--- src/rtl/reg_scoreboard.sv ---
`default_nettype none
// ============================================================================
// Module      : reg_scoreboard
// Description : ID-stage scoreboard for long-latency destination registers
//               (load, mul/div). Stalls issue on RAW/WAW hazards against
//               pending writes and on a full scoreboard. A register is
//               released by its write-back or by a flush of its producer.
//               A register released in a cycle is forwardable that cycle.
//               Optional build macro SCOREBOARD_PERF_EN adds the
//               stall_cycles and full_stalls performance counters.
// Revision    : 1.0 - initial release
// ============================================================================
module reg_scoreboard #(
    parameter int MAX_PEND = 4,
    parameter int CNT_W    = 3
) (
    input  logic             clk,
    input  logic             rstn,
    input  logic             issue_id,
    input  logic [4:0]       rs1_id,
    input  logic [4:0]       rs2_id,
    input  logic             rs1_used_id,
    input  logic             rs2_used_id,
    input  logic [4:0]       rd_id,
    input  logic             reg_write_id,
    input  logic             long_lat_id,
    input  logic             wb_valid,
    input  logic [4:0]       rd_wb,
    input  logic             flush_ex,
    output logic             stall_id,
    output logic [31:0]      pending_mask,
    output logic [CNT_W-1:0] pend_cnt
`ifdef SCOREBOARD_PERF_EN
    ,
    output logic [31:0]      stall_cycles,
    output logic [15:0]      full_stalls
`endif
);

    // Registered scoreboard state
    logic [31:0]      pending_q, pending_d;
    logic [CNT_W-1:0] cnt_q, cnt_d;
    logic             last_valid_q, last_valid_d;
    logic [4:0]       last_rd_q, last_rd_d;

    // Per-cycle release / hazard terms
    logic [31:0]      clr_mask;
    logic [31:0]      flush_mask;
    logic [31:0]      eff;
    logic [31:0]      set_mask;
    logic             wb_hit;
    logic             flush_hit;
    logic [CNT_W-1:0] cnt_nofill;
    logic             dep_stall;
    logic             full_stall;
    logic             fire;
    logic             set;

    // Releases this cycle: write-back and flush of the producer now in EX
    always_comb begin
        clr_mask = '0;
        if (wb_valid && (rd_wb != 5'd0)) begin
            clr_mask[rd_wb] = 1'b1;
        end
        flush_mask = '0;
        if (flush_ex && last_valid_q) begin
            flush_mask[last_rd_q] = 1'b1;
        end
        // A write-back release is visible to dependents in the same cycle.
        eff       = pending_q & ~clr_mask;
        // Only bits that are actually pending reduce the count; when both
        // sources name the same bit it is counted once, via the write-back.
        wb_hit    = |(pending_q & clr_mask);
        flush_hit = |(pending_q & flush_mask & ~clr_mask);
        cnt_nofill = cnt_q - CNT_W'(wb_hit) - CNT_W'(flush_hit);
    end

    // Hazard detection and the issue/set decision
    always_comb begin
        dep_stall  = (rs1_used_id  & eff[rs1_id])
                   | (rs2_used_id  & eff[rs2_id])
                   | (reg_write_id & eff[rd_id]);
        full_stall = reg_write_id & long_lat_id & (rd_id != 5'd0)
                   & (cnt_nofill == CNT_W'(MAX_PEND));
        stall_id   = issue_id & (dep_stall | full_stall);
        fire       = issue_id & ~stall_id;
        set        = fire & reg_write_id & long_lat_id & (rd_id != 5'd0);
        set_mask   = '0;
        if (set) begin
            set_mask[rd_id] = 1'b1;
        end
    end

    // Next state: clear by write-back, clear by flush, then set (set wins)
    always_comb begin
        pending_d    = (pending_q & ~clr_mask & ~flush_mask) | set_mask;
        pending_d[0] = 1'b0;
        cnt_d        = cnt_nofill + CNT_W'(set);
        // The redirect that flushes EX also empties ID, so nothing is tracked.
        last_valid_d = set & ~flush_ex;
        last_rd_d    = rd_id;
    end

    // State registers, dropped asynchronously on reset
    always_ff @(posedge clk or negedge rstn) begin
        if (!rstn) begin
            pending_q    <= '0;
            cnt_q        <= '0;
            last_valid_q <= 1'b0;
            last_rd_q    <= 5'd0;
        end else begin
            pending_q    <= pending_d;
            cnt_q        <= cnt_d;
            last_valid_q <= last_valid_d;
            last_rd_q    <= last_rd_d;
        end
    end

    assign pending_mask = pending_q;
    assign pend_cnt     = cnt_q;

`ifdef SCOREBOARD_PERF_EN
    logic [31:0] stall_cycles_q;
    logic [15:0] full_stalls_q;

    // Stall-cycle counter (wraps) and capacity-only stall counter (saturates)
    always_ff @(posedge clk or negedge rstn) begin
        if (!rstn) begin
            stall_cycles_q <= 32'd0;
            full_stalls_q  <= 16'd0;
        end else begin
            if (stall_id) begin
                stall_cycles_q <= stall_cycles_q + 32'd1;
            end
            if (stall_id && !dep_stall && (full_stalls_q != 16'hFFFF)) begin
                full_stalls_q <= full_stalls_q + 16'd1;
            end
        end
    end

    assign stall_cycles = stall_cycles_q;
    assign full_stalls  = full_stalls_q;
`endif

endmodule
`default_nettype wire
--- config.mk ---
export PLATFORM = sky130hd
export DESIGN_NAME = reg_scoreboard
export DESIGN_NICKNAME = d
export VERILOG_FILES = /design/src/rtl/reg_scoreboard.sv
export SDC_FILE = /design/constraint.sdc
export NUM_CORES = 1
export LEC_CHECK = 0
export CAP_MARGIN = 20
export CORE_ASPECT_RATIO = 1.1
export CORE_MARGIN = 1.5
export CORE_UTILIZATION = 55
export CTS_CLUSTER_SIZE = 20
export DETAILED_ROUTE_END_ITERATION = 7
export HOLD_SLACK_MARGIN = 0.12
export PLACE_DENSITY = 0.93
export SYNTH_ARGS = -nofsm -noshare
export SYNTH_HDL_FRONTEND = slang
export SYNTH_SLANG_ARGS = --single-unit
--- constraint.sdc ---
create_clock -name clk -period 7.6 [get_ports clk]
set_input_delay 1.52 -clock clk [delete_from_list [all_inputs] [get_ports clk]]
set_output_delay 1.52 -clock clk [all_outputs]
set_load 0.03 [all_outputs]
==> results.cfg <==
[route]
first_iter_violations = 1114
drc = 57
wire_per_inst_um = 25.9
dr.pass1.iters = 8
final_antenna_net_count = 0
dr_total_vias = 5176
wl_um = 17300
avgViaCountPerCell = 7.71

[worst_setup_path]
start_kind = primary input
crit_path_end_kind = output pin
r2r_cells = 21
max_stage_delay_ns = 0.61
path_max_fanout = 8
cp.required_ns = 6.08
path_depth = 22
worstSetupPathType = in2out
arrival_ns = 5.92
critPathTopFamily = buffers and inverters
path_cells = clkdlybuf4s50_1 > buf_4 > nand2b_1 > buf_4 > o21ai_0 > o22a_1 > o22ai_1 > nor4_2 > o211ai_1 > a21oi_1 > fa_1 > inv_1 > ha_1 > nor2_1 > ha_1 > xor2_1 > nand4b_1 > o21ai_0 > a211oi_2 > nand3_2 > and2_1 > clkbuf_2
cp_num_buf_inv = 5
cpMaxStageDelayCell = clkdlybuf4s50_1

[floorplanning]
core_area_um2 = 6970
num_io_pins = 65
start_util_pct = 56.4
die_area_um2 = 7660
die_h_um = 91.6
die_w_um = 83.6
rows = 32

[synthesis]
synth_cell_types = 73
ys_seq_elements = 40
seq_area_frac_synth_pct = 25.5
synth_area_leader_cell = dfrtp_1
avgSynthCellArea_um2 = 7.84
synth_nets = 536
synth_area_leaders = dfrtp_1 (25%), nand3_1 (5.6%), nor2_1 (5.0%)
synth_flop_cell = dfrtp_1
synth_edf_count = 0
syn-cell-area_um2 = 3930
synthCells = 501
ys_warn_count = 0
synth-async-reset-ratio_pct = 100
synthDominantCellAreaShare_pct = 25.5

[status]
violations = DRC
status = complete, but fails checks

[sta]
rsz0062_at_grt = no
layout_min_cycle_time_ns = 7.44
clock_skew_ns = 0.00842
max_freq_mhz = 134
slew_headroom_pct = 29.1
fin_crit_sh_pct = 98.0
worst_slew_pin_slew_ns = 1.05
maxSlewViolCount = 0
finalSetupTns_ns = 0
hold_viol = 0
setup_viol = 0
hold_slack_ns = 0.782

[placement]
placed_cell_area_um2 = 4860
hpwl_um = 12500
globalplace.congestion = 1.21
port_buffers = 63

[power_and_ir_drop]
p_comb_share_pct = 49.3
power_uw = 883
peakVddDrop_mv = 0.157
switching_share_pct = 43.8
p_sw_uw = 386
pwr-share-seq_pct = 33.1
power_frac_clock_pct = 17.6
internal_power_uw = 496
powerDensity_nw_per_um2 = 176
p_leak_uw = 0.00193

[final_layout]
fin_area_um2 = 5010
multi_input_area_um2 = 2670
syn2layout_area_growth_pct = 27.6
drive_above_1_share_pct = 16.6
layout_common_cells = buf_4 (59), clkdlybuf4s50_1 (57), nor2_1 (52), nand3_1 (44), dfrtp_1 (40)
fill_cells = 473
register_area_um2 = 1000
diodes = 0
fin_util_pct = 71.9
final_net_count = 620
final_common_cell = buf_4

[min_path]
hold_class = reg2reg
min_path_cells = 3

[cts]
cts.sink_count = 40
path_clk_slew_ns = 0.07
cts_max_path_buffers = 2
clock_latency_ns = 0.31
clock_tree.root_cell = clkbuf_8
htreeDepth = 2
tritoncts = yes
cts_made_buffers = 5

[grt]
grt_usage_pct = 45.9
antenna_found_initial = 0
grt_remaining_overflow = 0
grt_max_degree = 41
grt_pass1_wl_um = 27100
grt_pass1_vias = 5053

[job]
drv_cap = 0
[metrics by stage]
| stage | setup slack (ns) | cells |
|---|---|---|
| final | 0.155 | 671 |
| after global routing | 0.0120 | 671 |
| after CTS | 0.00612 | 670 |
| after detailed placement | -0.382 | 659 |
| after global placement | -0.103 | 659 |
| after floorplan | 1.06 | 501 |
[power by group through the flow]
stage / Sequential (µW) / Clock (µW) / Combinational [µW]
final: 292 / 156 / 435
after global routing: 290 / 165 / 456
after CTS: 284 / 152 / 418
after detailed placement: 289 / 0 / 414
after global placement: 287 / 0 / 399
after floorplan: 325 / 0 / 182
[cells by family after synthesis]
kind of cell    Yosys count  share of synthesized area [%]
compound gates          166                           29.0
xor+xnor                  7                           1.56
fa+ha+maj                 6                           2.10
buf+inv                  61                           7.01
flops                    40                           25.5
mux                      22                           7.30
other cells               1                         0.0955
simple gates            198                           27.4
[worst reg2reg max path, cell delays in order (launching register included)]
cell and delay [ns]:
dfrtp_1 0.62, or3_1 0.53, or3_1 0.34, o311ai_0 0.14, nor4_1 0.10, o211ai_1 0.12
a21oi_1 0.10, fa_1 0.53, inv_1 0.06, ha_1 0.18, nor2_1 0.15, ha_1 0.21
xor2_1 0.21, nand4b_1 0.11, o21ai_0 0.12, a211oi_2 0.06, nand3_2 0.10, buf_4 0.35
nor2_1 0.11, ha_1 0.19, ha_1 0.18, xor2_1 0.16
[repair_timing]
| action | 4_1_cts | 5_1_grt |
|---|---|---|
| endpoints found under the setup margin | 1 | 1 |
| pin swaps | 2 | 2 |
| endpoints found under the hold margin | 0 | 0 |
| setup buffers | 3 | 1 |
| hold buffers | 0 | 0 |
| gates resized for setup | 4 | 12 |
[state kept, by name, summed over array words and instances, names as in the netlist]
register / cells
last_rd_q: 5
pend_cnt: 3
last_valid_q: 1
pending_mask: 31
[synth_stat cells (3+ instances only)]
cell	instances
nand4bb_1	3
and3_1	5
mux2i_1	14
or3_1	3
a22oi_1	11
o21bai_1	17
xor2_1	5
nor4_1	3
clkbuf_1	25
nor3b_1	6
dfrtp_1	40
o21ai_1	27
nand4b_1	4
mux2_2	3
o2111ai_1	3
buf_1	8
a21oi_1	9
nand2_1	20
o311ai_0	3
and2_1	4
nand2b_1	5
o211ai_1	10
a2111oi_0	3
o22ai_1	17
buf_6	3
o22ai_2	4
mux4_2	5
ha_1	5
buf_2	3
nor2b_1	8
nor3_1	10
o22a_1	4
o31ai_1	5
buf_4	5
o21ai_0	31
nand4_1	11
nand3_1	44
nor2_1	52
inv_1	16
nand3b_1	7
[path summary, 6_finish.rpt]
check | from | end | slack (ns)
max in group asynchronous | rstn | pending_mask[7] | 5.70
worst max-delay path | rd_wb[0] | stall_id | 0.16
min in group asynchronous | rstn | pend_cnt[2] | 1.34
worst min register to register | pend_cnt[2] | pend_cnt[2] | 0.78
worst max register to register | last_rd_q[2] | pend_cnt[2] | 2.80
worst min-delay path | pend_cnt[2] | pend_cnt[2] | 0.78
[final cells by class]
type | instances | area share, %
clock inverters | 1 | 0.150
repair buffers | 122 | 21.4
multi-input cells | 400 | 53.4
inverters | 16 | 1.20
flip-flops and latches | 40 | 20.0
clock buffers | 7 | 1.72
well taps | 85 | 2.12
[metal layers]
layer / vias up / share of wire, % / wire, µm / global-route usage (%)
met5: - / 0 / 0 / 0
met4: 0 / 11 / 1910 / 34.4
met3: 236 / 16 / 2850 / 17.2
met2: 588 / 41 / 7160 / 67.8
met1: 2287 / 31 / 5430 / 54.2
li1: 2065 / - / - / -
No activity file was read; power rests on OpenSTA's default activity.
